===== src/rtl/wishbone_slave_regfile.sv =====
// Wishbone slave register bank: RW control registers, RO status registers and a
// maskable, edge-triggered, write-1-to-clear interrupt controller with byte-lane writes.
module wishbone_slave_regfile #(
    parameter int DW       = 32,
    parameter int NUM_REGS = 4,
    parameter int NUM_INTS = 8
) (
    input  logic                   clk,
    input  logic                   rst,
    input  logic                   wbs_cyc_i,
    input  logic                   wbs_stb_i,
    input  logic                   wbs_we_i,
    input  logic [DW/8-1:0]        wbs_sel_i,
    input  logic [31:0]            wbs_adr_i,
    input  logic [DW-1:0]          wbs_dat_i,
    output logic [DW-1:0]          wbs_dat_o,
    output logic                   wbs_ack_o,
    output logic                   wbs_int_o,
    output logic [NUM_REGS*DW-1:0] ctrl_o,
    output logic [NUM_REGS-1:0]    wr_stb_o,
    input  logic [NUM_REGS*DW-1:0] stat_i,
    input  logic [NUM_INTS-1:0]    irq_i
);

    localparam int          NB             = DW / 8;
    localparam logic [31:0] ADR_INT_STATUS = 32'd0;
    localparam logic [31:0] ADR_INT_ENABLE = 32'd1;
    localparam logic [31:0] ADR_CTRL_BASE  = 32'd2;
    localparam logic [31:0] ADR_STAT_BASE  = 32'(2 + NUM_REGS);

    typedef enum logic {
        S_IDLE = 1'b0,
        S_ACK  = 1'b1
    } state_t;

    state_t              r_state;
    logic                r_ack;
    logic                r_int;
    logic [DW-1:0]       r_dat;
    logic [DW-1:0]       r_ctrl [NUM_REGS];
    logic [NUM_REGS-1:0] r_wr_stb;
    logic [NUM_INTS-1:0] r_int_status;
    logic [NUM_INTS-1:0] r_int_enable;
    logic [NUM_INTS-1:0] r_irq_prev;

    logic                w_access;
    logic                w_write;
    logic                w_hit_status;
    logic                w_hit_enable;
    logic [NUM_REGS-1:0] w_ctrl_hit;
    logic [NUM_REGS-1:0] w_stat_hit;
    logic [DW-1:0]       w_bmask;
    logic [DW-1:0]       w_wmask_dat;
    logic [DW-1:0]       w_rd_data;
    logic [NUM_INTS-1:0] w_int_clear;
    logic [NUM_INTS-1:0] w_irq_event;

    // An access happens only on the IDLE edge, so a held strobe is served once.
    assign w_access = (r_state == S_IDLE) && wbs_cyc_i && wbs_stb_i;
    assign w_write  = w_access && wbs_we_i;

    always_comb begin
        // NOTE: every combinational output gets a default first so no path infers a latch.
        w_hit_status = (wbs_adr_i == ADR_INT_STATUS);
        w_hit_enable = (wbs_adr_i == ADR_INT_ENABLE);
        w_ctrl_hit   = '0;
        w_stat_hit   = '0;
        for (int k = 0; k < NUM_REGS; k++) begin
            w_ctrl_hit[k] = (wbs_adr_i == ADR_CTRL_BASE + 32'(k));
            w_stat_hit[k] = (wbs_adr_i == ADR_STAT_BASE + 32'(k));
        end
    end

    always_comb begin
        w_bmask = '0;
        for (int b = 0; b < NB; b++) begin
            w_bmask[b*8 +: 8] = {8{wbs_sel_i[b]}};
        end
    end

    assign w_wmask_dat = wbs_dat_i & w_bmask;
    assign w_int_clear = (w_write && w_hit_status) ? w_wmask_dat[NUM_INTS-1:0] : '0;
    assign w_irq_event = irq_i & ~r_irq_prev;

    // Unmapped addresses fall through to the all-zero default.
    always_comb begin
        w_rd_data = '0;
        if (w_hit_status) begin
            w_rd_data[NUM_INTS-1:0] = r_int_status;
        end
        if (w_hit_enable) begin
            w_rd_data[NUM_INTS-1:0] = r_int_enable;
        end
        for (int k = 0; k < NUM_REGS; k++) begin
            if (w_ctrl_hit[k]) begin
                w_rd_data = r_ctrl[k];
            end
            if (w_stat_hit[k]) begin
                w_rd_data = stat_i[k*DW +: DW];
            end
        end
    end

    always_ff @(posedge clk) begin
        // NOTE: sequential state uses non-blocking assignments so every register sees pre-edge values.
        if (!rst) begin
            r_state      <= S_IDLE;
            r_ack        <= 1'b0;
            r_int        <= 1'b0;
            r_dat        <= '0;
            r_wr_stb     <= '0;
            r_int_status <= '0;
            r_int_enable <= '0;
            r_irq_prev   <= irq_i;
            // NOTE: the control array is a handful of flops feeding core logic, so it is reset like any register.
            for (int k = 0; k < NUM_REGS; k++) begin
                r_ctrl[k] <= '0;
            end
        end else begin
            r_irq_prev   <= irq_i;
            r_wr_stb     <= '0;
            r_int        <= |(r_int_status & r_int_enable);
            // Set after clear: a new event wins over a same-cycle W1C.
            r_int_status <= (r_int_status & ~w_int_clear) | w_irq_event;

            case (r_state)
                S_IDLE: begin
                    if (w_access) begin
                        r_ack   <= 1'b1;
                        r_state <= S_ACK;
                        if (wbs_we_i) begin
                            if (w_hit_enable) begin
                                r_int_enable <= (r_int_enable & ~w_bmask[NUM_INTS-1:0])
                                              | w_wmask_dat[NUM_INTS-1:0];
                            end
                            for (int k = 0; k < NUM_REGS; k++) begin
                                if (w_ctrl_hit[k]) begin
                                    r_ctrl[k] <= (r_ctrl[k] & ~w_bmask) | w_wmask_dat;
                                end
                            end
                            r_wr_stb <= w_ctrl_hit;
                        end else begin
                            r_dat <= w_rd_data;
                        end
                    end
                end
                S_ACK: begin
                    if (!(wbs_cyc_i && wbs_stb_i)) begin
                        r_ack   <= 1'b0;
                        r_state <= S_IDLE;
                    end
                end
                default: begin
                    r_ack   <= 1'b0;
                    r_state <= S_IDLE;
                end
            endcase
        end
    end

    for (genvar k = 0; k < NUM_REGS; k++) begin : g_ctrl_out
        assign ctrl_o[k*DW +: DW] = r_ctrl[k];
    end

    assign wbs_dat_o = r_dat;
    assign wbs_ack_o = r_ack;
    assign wbs_int_o = r_int;
    assign wr_stb_o  = r_wr_stb;

endmodule


===== config.mk =====
export PLATFORM = sky130hd
export DESIGN_NAME = wishbone_slave_regfile
export DESIGN_NICKNAME = d
export VERILOG_FILES = /design/src/rtl/wishbone_slave_regfile.sv
export SDC_FILE = /design/constraint.sdc
export NUM_CORES = 1
export LEC_CHECK = 0
export CORE_AREA = 2 2 187 189
export DETAILED_ROUTE_END_ITERATION = 6
export DIE_AREA = 0 0 189 191
export GPL_ROUTABILITY_DRIVEN = 0
export SLEW_MARGIN = 20
export SYNTH_ARGS = -nofsm -noshare
export SYNTH_HDL_FRONTEND = slang
export SYNTH_SLANG_ARGS = --single-unit

===== constraint.sdc =====
create_clock -name clk -period 7.4 [get_ports clk]
set_clock_uncertainty 0.1 [all_clocks]
set_input_delay 2.22 -clock clk [delete_from_list [all_inputs] [get_ports clk]]
set_output_delay 2.22 -clock clk [all_outputs]
set_load 0.02 [all_outputs]

==> results of run 1 <==
==> worst paths after layout <==
check | start | endpoint | cells past startpoint
setup / recovery | wbs_adr_i[12] | r_ctrl[1][5] | 7
hold / removal | wbs_dat_o[5] | wbs_dat_o[5] | 2
setup reg to reg | r_state | r_ctrl[1][5] | 5
hold reg to reg | wbs_dat_o[5] | wbs_dat_o[5] | 2
==> routing by layer <==
layer | vias up | track usage | share of wire
met2 | 542 | 0.399 | 0.48
met3 | 64 | 0.0584 | 0.089
met4 | 4 | 0.0874 | 0.027
met5 | - | 0 | 0.00066
li1 | 4513 | - | -
met1 | 4815 | 0.294 | 0.41
==> Yosys cell counts (all sizes together), types with 2 or more instances <==
master     n  area (sq um)
nor2      62           235
inv        6          22.5
a221oi    31           272
mux2i     35           350
nor3       2          10.0
a21o       6          45.0
o221ai    31           272
or2        4          25.0
nand2     44           165
nor4       8          65.1
nand2b   141           882
or4        2          18.8
or3        3          18.8
buf       16           106
a22oi      4          30.0
a211oi    24           180
or3b       2          17.5
o21ai     49           245
edfxtp   128          3840
o22a       4          35.0
a222oi     2          20.0
clkbuf    78           293
o211ai     2          15.0
o2111ai    5          43.8
nand3     31           160
o2bb2ai   26           228
a21oi    209          1130
dfxtp     63          1260
nor2b      2          12.5
==> layout make-up <==
type | count | area [sq um] | area share
sequential | 191 | 5100 | 0.344
clock inverter | 13 | 161 | 0.0109
inverter | 6 | 22.5 | 0.00152
multi-input combinational | 741 | 4680 | 0.316
timing repair buffer | 391 | 3850 | 0.259
clock buffer | 19 | 443 | 0.0299
tap | 455 | 569 | 0.0384
antenna | 1 | 2.50 | 0.000169
==> state kept, by name (all words and copies together) (netlist names), named ones only <==
signal and cells:
wr_stb_o 4, wbs_ack_o 1, r_int_status 8, wbs_dat_o 32, wbs_int_o 1, r_ctrl 128, r_irq_prev 8, r_state 1
==> worst min-delay path: cells and delay by family, from the launching register on <==
family | cells | cell delay, ns
AOI/OAI and AO/OA | 1 | 0.05
DFF | 1 | 0.32
and+or+nand+nor | 1 | 0.05
==> per-stage QoR <==
step                      utilization  instances
after detailed placement        0.417       1784
after floorplan                     -       1032
after global routing            0.435       1817
final                           0.435       1817
after global placement          0.417       1784
after CTS                       0.435       1816
==> power groups by stage <==
stage               combinational [mW]  sequential, mW  clock (mW)
finish                           0.402            1.20       0.959
global route                     0.425            1.20        1.01
CTS                              0.402            1.20       0.975
detailed placement               0.400            1.22           0
global placement                 0.399            1.22           0
floorplan                        0.134            1.24           0
==> kinds of logic after synthesis <==
group | Yosys count | share of synthesized area
buffers and inverters | 100 | 0.0417
multiplexers | 35 | 0.0347
AND/OR/NAND/NOR | 307 | 0.164
flip-flops | 191 | 0.505
AO/OA/AOI/OAI | 399 | 0.254
==> results by group, run 1 <==
Synthesis
  • Ys async rst share: 0
  • Post-Syn Area: around 0.010 sq mm
  • Number of synthesized flops with an enable pin: 128
  • Yosys warning count: 0
  • #FFs+latches synth: 191
  • Share of the yosys chip area belonging to registers: 0.505
  • Synth Net Count: approximately 1200
  • Mean Syn Cell Area: 9.79 sq um
  • Synth Instances: about 1000
  • Top_reg_cell synth: edfxtp_1
  • Netlist cell types: 50

Global route
  • GRT Total Usage: 0.237
  • Vias in the first global route: 9867
  • Pin count of the biggest net entering global routing: 56
  • GRT overflow: 0
  • Global-route wire length before repair: approximately 64 mm
  • Initial antenna violation count: 3

Cells and area
  • # fillers: 3283
  • Fraction of layout cells with a size suffix above 1: 0.0742
  • Fin area: roughly 0.015 sq mm
  • P&R area growth vs syn: 46.8%
  • NumNets Final: 1557
  • Commonest non-fill, non-tap cell in the layout: clkdlybuf4s50_1
  • Commonest cells after routing, fill and taps aside: clkdlybuf4s50_1, a21oi_1, nand2b_1

Critical path
  • CP endpoint kind: register
  • Slowest stage delay, CP: about 0.85 ns
  • CP max FO: 33
  • R2R setup slack: ~4.7 ns
  • CP Buf/Inv Count: 1
  • CP Cell Sequence: clkdlybuf4s50_1 > nor4_1 > nand4_1 > or2_2 > nor2_1 > nand3_2 > a21oi_1
  • Kind of cell adding the most delay to the critical path: simple AND/OR/NAND/NOR gates
  • Crit path DAT: around 5.5 ns
  • Max stage delay cell, worst path: nand3_2
  • WS Path Type: primary input to register
  • Crit path launch type: primary input
  • Req. time, crit path: 7.53 ns

Timing
  • Worst setup margin: about 2 ns
  • Final setup TNS: 0 ns
  • Post-layout min period: roughly 5.4 ns
  • Worst-Margin Slew: 1.10 ns
  • Max Clk Rate: between 150 and 200 MHz
  • Relative slew slack: 0.263
  • # setup viols final: 0
  • Final Hold Viols: 0
  • Worst hold slack: 0.373 ns
  • Tcrit/Tclk final: 0.727
  • RSZ-0062 raised after global routing: false
  • Fin. max-slew vios: 0

Clock tree
  • Setup Buffers After CTS: 0
  • Skew-Pair Late Insertion Delay: approximately 0.44 ns
  • Clk slew on worst S/H paths: ~0.08 ns
  • CTS resizes: 0
  • # clock sinks: roughly 190
  • CTS root buf: clkbuf_16
  • CTS Buf Count: 17
  • CTS H-tree lvls: 4
  • CTS tree: yes
  • Clock tree buffer depth: 2
  • CTS Hold Bufs: 0

Route
  • Via/cell ratio: 5.47
  • Drt first-iter violations: approximately 950
  • Drt first pass iters: 5
  • Final ANT Viol Nets: 0
  • Via count: 9938
  • Routed length per placed instance: between 20 and 25 microns
  • Remaining DRCs: 0
  • Routed WL: around 44 mm

Power
  • PD cells: around 170 mW/mm^2
  • Cell Int Power: approximately 1.8 mW
  • Peak VDD IR: 0.145 mV
  • Switch share: 0.284
  • Sequential share of power: 0.468
  • Final Power: ~2.6 mW
  • Comb power frac: 0.157
  • NetSw: 0.727 mW
  • Leak: 4.86 nW
  • Clk pwr share: 0.375

Floorplanning
  • Die Ht: roughly 190 microns
  • DIE AREA: about 0.036 sq mm
  • FP Rows: between 60 and 70
  • Initial Util: 0.296
  • Core footprint: 0.0341 sq mm
  • Chip width: around 190 microns
  • Top Ports: about 380

Placement
  • Post-DP Area: around 0.014 sq mm
  • Port buffer count: ~370
  • Pre-CTS setup slack: 1.54 ns
  • DP HPWL: 30.0 mm

Worst hold path
  • Worst min path class: register to register

Outcome
  • Status: finished clean

Flow run
  • Max-cap violations: 0
No activity file was read; power rests on OpenSTA's default activity.
==> run 2: changes to the inputs <==
==> constraint.sdc (replaced) <==
create_clock -name clk -period 4.4 [get_ports clk]
set_clock_uncertainty 0.1 [all_clocks]
set_input_delay 1.32 -clock clk [delete_from_list [all_inputs] [get_ports clk]]
set_output_delay 1.32 -clock clk [all_outputs]
set_load 0.02 [all_outputs]
==> results by group, run 2 (same netlist as run 1, synthesis figures left out) <==
Outcome
  • Status: finished clean (unchanged)

Route
  • Via count: 10149 (was 9938)
  • Routed length per placed instance: 24.8 microns (was 24.2 microns)
  • Final ANT Viol Nets: 0 (unchanged)
  • Remaining DRCs: 0 (unchanged)
  • Drt first-iter violations: 815 (was 948)
  • Drt first pass iters: 6 (was 5)
  • Via/cell ratio: 5.49 (was 5.47)
  • Routed WL: 45.9 mm (was 44.0 mm)

Global route
  • Vias in the first global route: 10223 (was 9867)
  • Pin count of the biggest net entering global routing: 41 (was 56)
  • Global-route wire length before repair: 65.8 mm (was 63.6 mm)
  • Initial antenna violation count: 4 (was 3)
  • GRT overflow: 0 (unchanged)
  • GRT Total Usage: 0.249 (was 0.237)

Flow run
  • Max-cap violations: 0 (unchanged)

Cells and area
  • Fraction of layout cells with a size suffix above 1: 0.0953 (was 0.0742)
  • P&R area growth vs syn: 49.1% (was 46.8%)
  • Layout Cells excl Fill: 1850 (was 1817)
  • Commonest non-fill, non-tap cell in the layout: clkdlybuf4s50_1 (unchanged)
  • Diode count: 0 (was 1)
  • Commonest cells after routing, fill and taps aside: clkdlybuf4s50_1, a21oi_1, nand2b_1 (unchanged)
  • Fin area: 0.0151 sq mm (was 0.0148 sq mm)
  • # fillers: 3281 (was 3283)
  • Top reg by flops: r_ctrl (unchanged)
  • Util after Layout: 0.442 (was 0.435)
  • Max reg flops: 128 (unchanged)
  • NumNets Final: 1591 (was 1557)

Worst hold path
  • Hold Crit Depth: 2 (unchanged)
  • Start point of the worst hold path: wbs_dat_o[7] (was wbs_dat_o[5])
  • Worst min path class: register to register (unchanged)
  • Hold EP: wbs_dat_o[7] (was wbs_dat_o[5])

Timing
  • Worst-Margin Slew: 0.921 ns (was 1.10 ns)
  • Post-layout min period: 3.57 ns
  • Relative slew slack: 0.386 (was 0.263)
  • Final Hold Viols: 0 (unchanged)
  • Tcrit/Tclk final: 0.810
  • Worst hold slack: 0.375 ns (was 0.373 ns)
  • Max Clk Rate: approximately 280 MHz
  • RSZ-0062 raised after global routing: false (unchanged)
  • # setup viols final: 0 (unchanged)
  • Final setup TNS: 0 ns (unchanged)
  • Fin. max-slew vios: 0 (unchanged)

Power
  • PD cells: 284 mW/mm^2 (was 172 mW/mm^2)
  • Leak: 5.01 nW (was 4.86 nW)
  • Peak VDD IR: 0.279 mV (was 0.145 mV)

Floorplanning
  • Initial Util: 0.296 (unchanged)
  • Die Ht: 191 microns (unchanged)
  • Top Ports: 375 (unchanged)
  • Chip width: 189 microns (unchanged)
  • FP Rows: 68 (unchanged)
  • DIE AREA: 0.0361 sq mm (unchanged)
  • Core footprint: 0.0341 sq mm (unchanged)

Clock tree
  • Clock tree buffer depth: 2 (unchanged)
  • CTS root buf: clkbuf_16 (unchanged)
  • Skew-Pair Late Insertion Delay: 0.47 ns (was 0.44 ns)
  • # clock sinks: 191 (unchanged)
  • CTS tree: yes (unchanged)
  • Clk slew on worst S/H paths: 0.07 ns (was 0.08 ns)
  • Setup Buffers After CTS: 0 (unchanged)
  • CTS H-tree lvls: 4 (unchanged)
  • CTS resizes: 0 (unchanged)
  • CTS Buf Count: 17 (unchanged)
  • CTS Hold Bufs: 0 (unchanged)

Placement
  • Port buffer count: 374 (unchanged)
  • Post-DP Area: 0.0145 sq mm (was 0.0142 sq mm)
  • DP HPWL: 33.2 mm (was 30.0 mm)
  • Placed cell count: 1818 (was 1784)

Critical path
  • CP max FO: 33 (unchanged)
  • R2R setup slack: 2.12 ns (was 4.71 ns)
  • Reg-to-reg endpoint: r_ctrl[0][29] (was r_ctrl[1][5])
  • Req. time, crit path: 4.60 ns (was 7.53 ns)
  • Kind of cell adding the most delay to the critical path: simple AND/OR/NAND/NOR gates (unchanged)
  • Reg-to-reg critical path startpoint: r_state (unchanged)
  • Max stage delay cell, worst path: or4_4 (was nand3_2)
  • Crit path DAT: 3.76 ns (was 5.52 ns)
  • CP Cell Sequence: clkdlybuf4s50_1 > nor4_1 > nand4_1 > nor2_2 > nand3_2 > or4_4 > a21oi_1 (was clkdlybuf4s50_1 > nor4_1 > nand4_1 > or2_2 > nor2_1 > nand3_2 > a21oi_1)
  • CP endpoint kind: register (unchanged)
  • CP Buf/Inv Count: 1 (unchanged)
  • WS Path Type: primary input to register (unchanged)
  • Crit path launch type: primary input (unchanged)
  • Slowest stage delay, CP: 0.88 ns (was 0.85 ns)
  • Reg2reg path depth: 4 (was 5)
## run 2: area by class of cell
cell class / count / area [sq um] / area share
clock buffers: 20 / 458 / 0.0304
clock inverters: 12 / 110 / 0.00731
inverters: 6 / 22.5 / 0.00150
multi-input cells: 741 / 4680 / 0.311
flip-flops and latches: 191 / 5100 / 0.339
well taps: 455 / 569 / 0.0378
repair buffers: 425 / 4120 / 0.273
## run 2: through the flow
stage	setup slack, ns	power, mW
6_report	0.834	4.28
5_1_grt	0.716	4.40
4_1_cts	0.834	4.30
3_5_place_dp	0.358	2.74
3_3_place_gp	0.387	2.74
2_1_floorplan	0.154	2.32
## run 2: tightest hold or removal path, delay by kind of cell (launching register included)
kind	cells	cell delay, ns
AOI/OAI and AO/OA	1	0.05
DFF	1	0.32
and+or+nand+nor	1	0.06
## run 2: per-layer routing
layer  vias to the layer above  global-route usage  routed length [microns]
met5                         -                   0                       46
li1                       4579                   -                        -
met2                       570               0.418                    21800
met4                         8               0.103                     1570
met1                      4904               0.301                    18300
met3                        88              0.0685                     4230
## run 2: worst max path at each step
stage | start | end | slack [ns] | cells past startpoint
final | wbs_adr_i[14] | r_ctrl[0][29] | 0.83 | 7
after CTS | wbs_adr_i[14] | r_ctrl[0][29] | 0.83 | 7
after global placement | wbs_adr_i[14] | r_int_status[7] | 0.39 | 7
after global routing | wbs_adr_i[5] | r_ctrl[0][27] | 0.72 | 7
after floorplan | wbs_adr_i[1] | r_ctrl[2][0] | 0.15 | 6
after detailed placement | wbs_adr_i[14] | r_ctrl[0][29] | 0.36 | 7
## run 2: report_power, final
group / leakage [nW] / switching, mW / total, mW / internal [mW]
Combinational: 2.90 / 0.350 / 0.691 / 0.341
Sequential: 1.83 / 0.0538 / 2.01 / 1.96
Clock: 0.280 / 0.755 / 1.57 / 0.818
Total: 5.01 / 1.16 / 4.28 / 3.12
==> run 3: changes to the inputs <==
==> constraint.sdc (replaced) <==
create_clock -name clk -period 3.7 [get_ports clk]
set_clock_uncertainty 0.1 [all_clocks]
set_input_delay 1.11 -clock clk [delete_from_list [all_inputs] [get_ports clk]]
set_output_delay 1.11 -clock clk [all_outputs]
set_load 0.02 [all_outputs]
==> results by group, run 3 (same netlist as run 1, synthesis figures left out) <==
Outcome
  • Status: finished clean (unchanged)

Route
  • Final ANT Viol Nets: 0 (unchanged)
  • Remaining DRCs: 0 (unchanged)
  • Routed length per placed instance: 23.6 microns (was 24.8 microns)
  • Routed WL: 44.1 mm (was 45.9 mm)
  • Via/cell ratio: 5.41 (was 5.49)
  • Drt first pass iters: 5 (was 6)
  • Drt first-iter violations: 919 (was 815)
  • Via count: 10112 (was 10149)

Floorplanning
  • Die Ht: 191 microns (unchanged)
  • Core footprint: 0.0341 sq mm (unchanged)
  • Initial Util: 0.296 (unchanged)
  • Top Ports: 375 (unchanged)
  • FP Rows: 68 (unchanged)
  • Chip width: 189 microns (unchanged)
  • DIE AREA: 0.0361 sq mm (unchanged)

Cells and area
  • Fin area: 0.0154 sq mm (was 0.0151 sq mm)
  • Top reg by flops: r_ctrl (unchanged)
  • Max reg flops: 128 (unchanged)
  • Util after Layout: 0.452 (was 0.442)
  • Fraction of layout cells with a size suffix above 1: 0.108 (was 0.0953)
  • P&R area growth vs syn: 52.7% (was 49.1%)
  • NumNets Final: 1608 (was 1591)
  • Commonest non-fill, non-tap cell in the layout: clkdlybuf4s50_1 (unchanged)
  • Commonest cells after routing, fill and taps aside: clkdlybuf4s50_1, a21oi_1, nand2b_1 (unchanged)

Worst hold path
  • Hold Crit Depth: 2 (unchanged)
  • Hold EP: wbs_dat_o[3] (was wbs_dat_o[7])
  • Worst min path class: register to register (unchanged)
  • Start point of the worst hold path: wbs_dat_o[3] (was wbs_dat_o[7])

Timing
  • Post-layout min period: roughly 3.3 ns
  • Worst-Margin Slew: 0.583 ns (was 0.921 ns)
  • Worst setup margin: 0.359 ns (was 0.834 ns)
  • Final Hold Viols: 0 (unchanged)
  • RSZ-0062 raised after global routing: false (unchanged)
  • Worst hold slack: 0.371 ns (was 0.375 ns)
  • Tcrit/Tclk final: 0.903
  • Fin. max-slew vios: 0 (unchanged)
  • Max Clk Rate: 299 MHz
  • # setup viols final: 0 (unchanged)
  • Relative slew slack: 0.612 (was 0.386)

Global route
  • Initial antenna violation count: 3 (was 4)
  • Vias in the first global route: 9952 (was 10223)
  • Pin count of the biggest net entering global routing: 54 (was 41)
  • Global-route wire length before repair: 63.6 mm (was 65.8 mm)
  • GRT Total Usage: 0.237 (was 0.249)
  • GRT overflow: 0 (unchanged)

Placement
  • Port buffer count: 374 (unchanged)
  • Post-DP Area: 0.0148 sq mm (was 0.0145 sq mm)
  • Pre-CTS setup slack: -0.133 ns (was 0.358 ns)
  • DP HPWL: 32.6 mm (was 33.2 mm)

Critical path
  • R2R setup slack: 1.73 ns (was 2.12 ns)
  • Reg2reg path depth: 6 (was 4)
  • Reg-to-reg critical path startpoint: r_int_status[6] (was r_state)
  • Crit path DAT: 3.57 ns (was 3.76 ns)
  • Crit path launch type: primary input (unchanged)
  • CP max FO: 8 (was 33)
  • CP endpoint kind: register (unchanged)
  • Req. time, crit path: 3.93 ns (was 4.60 ns)
  • Reg-to-reg endpoint: wbs_dat_o[6] (was r_ctrl[0][29])
  • WS Path Type: primary input to register (unchanged)

Clock tree
  • # clock sinks: 191 (unchanged)
  • Clock tree buffer depth: 2 (unchanged)
  • CTS root buf: clkbuf_16 (unchanged)
  • Setup Buffers After CTS: 0 (unchanged)
  • CTS H-tree lvls: 4 (unchanged)
  • CTS resizes: 0 (unchanged)
  • CTS Buf Count: 17 (unchanged)
  • CTS tree: yes (unchanged)
  • Skew-Pair Late Insertion Delay: 0.46 ns (was 0.47 ns)
  • Clk slew on worst S/H paths: 0.07 ns (about the same)
  • CTS Hold Bufs: 0 (unchanged)

Power
  • Final Power: 5.13 mW (was 4.28 mW)
  • PD cells: 333 mW/mm^2 (was 284 mW/mm^2)
  • Leak: 5.18 nW (was 5.01 nW)
  • Peak VDD IR: 0.334 mV (was 0.279 mV)

Flow run
  • Max-cap violations: 0 (unchanged)
-- run 3: cell types whose count changed in the layout (fill, tap and decap cells not counted), sizes merged --
cell	change
diode	+1
inv	+2
clkbuf	-2
buf	+17
-- run 3: cell type report --
class	count	area, sq um
Timing Repair Buffer	442	4460
Tap cell	455	569
Clock buffer	18	439
Clock inverter	14	149
Sequential cell	191	5100
Multi-Input combinational cell	741	4680
Inverter	6	22.5
Antenna cell	1	2.50
Fill cell	3205	18700
-- run 3: stage by stage --
stage | std cells | setup TNS (ns)
after floorplan | 1032 | 0
after global placement | 1835 | -0.990
after detailed placement | 1835 | -5.85
after CTS | 1867 | 0
after global routing | 1867 | 0
final | 1868 | 0
-- run 3: worst max-delay path by stage --
| stage | start | endpoint | slack [ns] | cells past startpoint |
|---|---|---|---|---|
| 5_1_grt | wbs_adr_i[5] | r_int_status[7] | 0.20 | 8 |
| 2_1_floorplan | wbs_adr_i[1] | r_ctrl[2][0] | 0.26 | 6 |
| 3_3_place_gp | wbs_adr_i[5] | r_int_status[2] | -0.1 | 8 |
| 3_5_place_dp | wbs_adr_i[5] | r_int_status[4] | -0.13 | 8 |
| 4_1_cts | wbs_adr_i[5] | r_int_status[5] | 0.33 | 8 |
| 6_report | wbs_adr_i[5] | r_int_status[5] | 0.36 | 8 |
-- run 3: critical path, cell delays in order --
cell             delay (ns)
clkdlybuf4s50_1        0.42
nor4_1                 0.29
buf_4                  0.15
nand4_1                0.15
or2_2                  0.40
or4_1                  0.71
o21ai_0                0.23
a21oi_1                0.09
-- run 3: power by group --
group,switching [mW],total [mW],internal (mW)
clock network,0.929,1.90,0.973
registers,0.0667,2.40,2.33
logic,0.410,0.832,0.422
-- run 3: routing by layer --
layer / global-route usage / vias to the layer above / share of wire
met1: 0.297 / 4862 / 0.41
met4: 0.0739 / 4 / 0.022
met5: 0 / - / 0.00075
met2: 0.401 / 557 / 0.48
li1: - / 4627 / -
met3: 0.0598 / 62 / 0.089
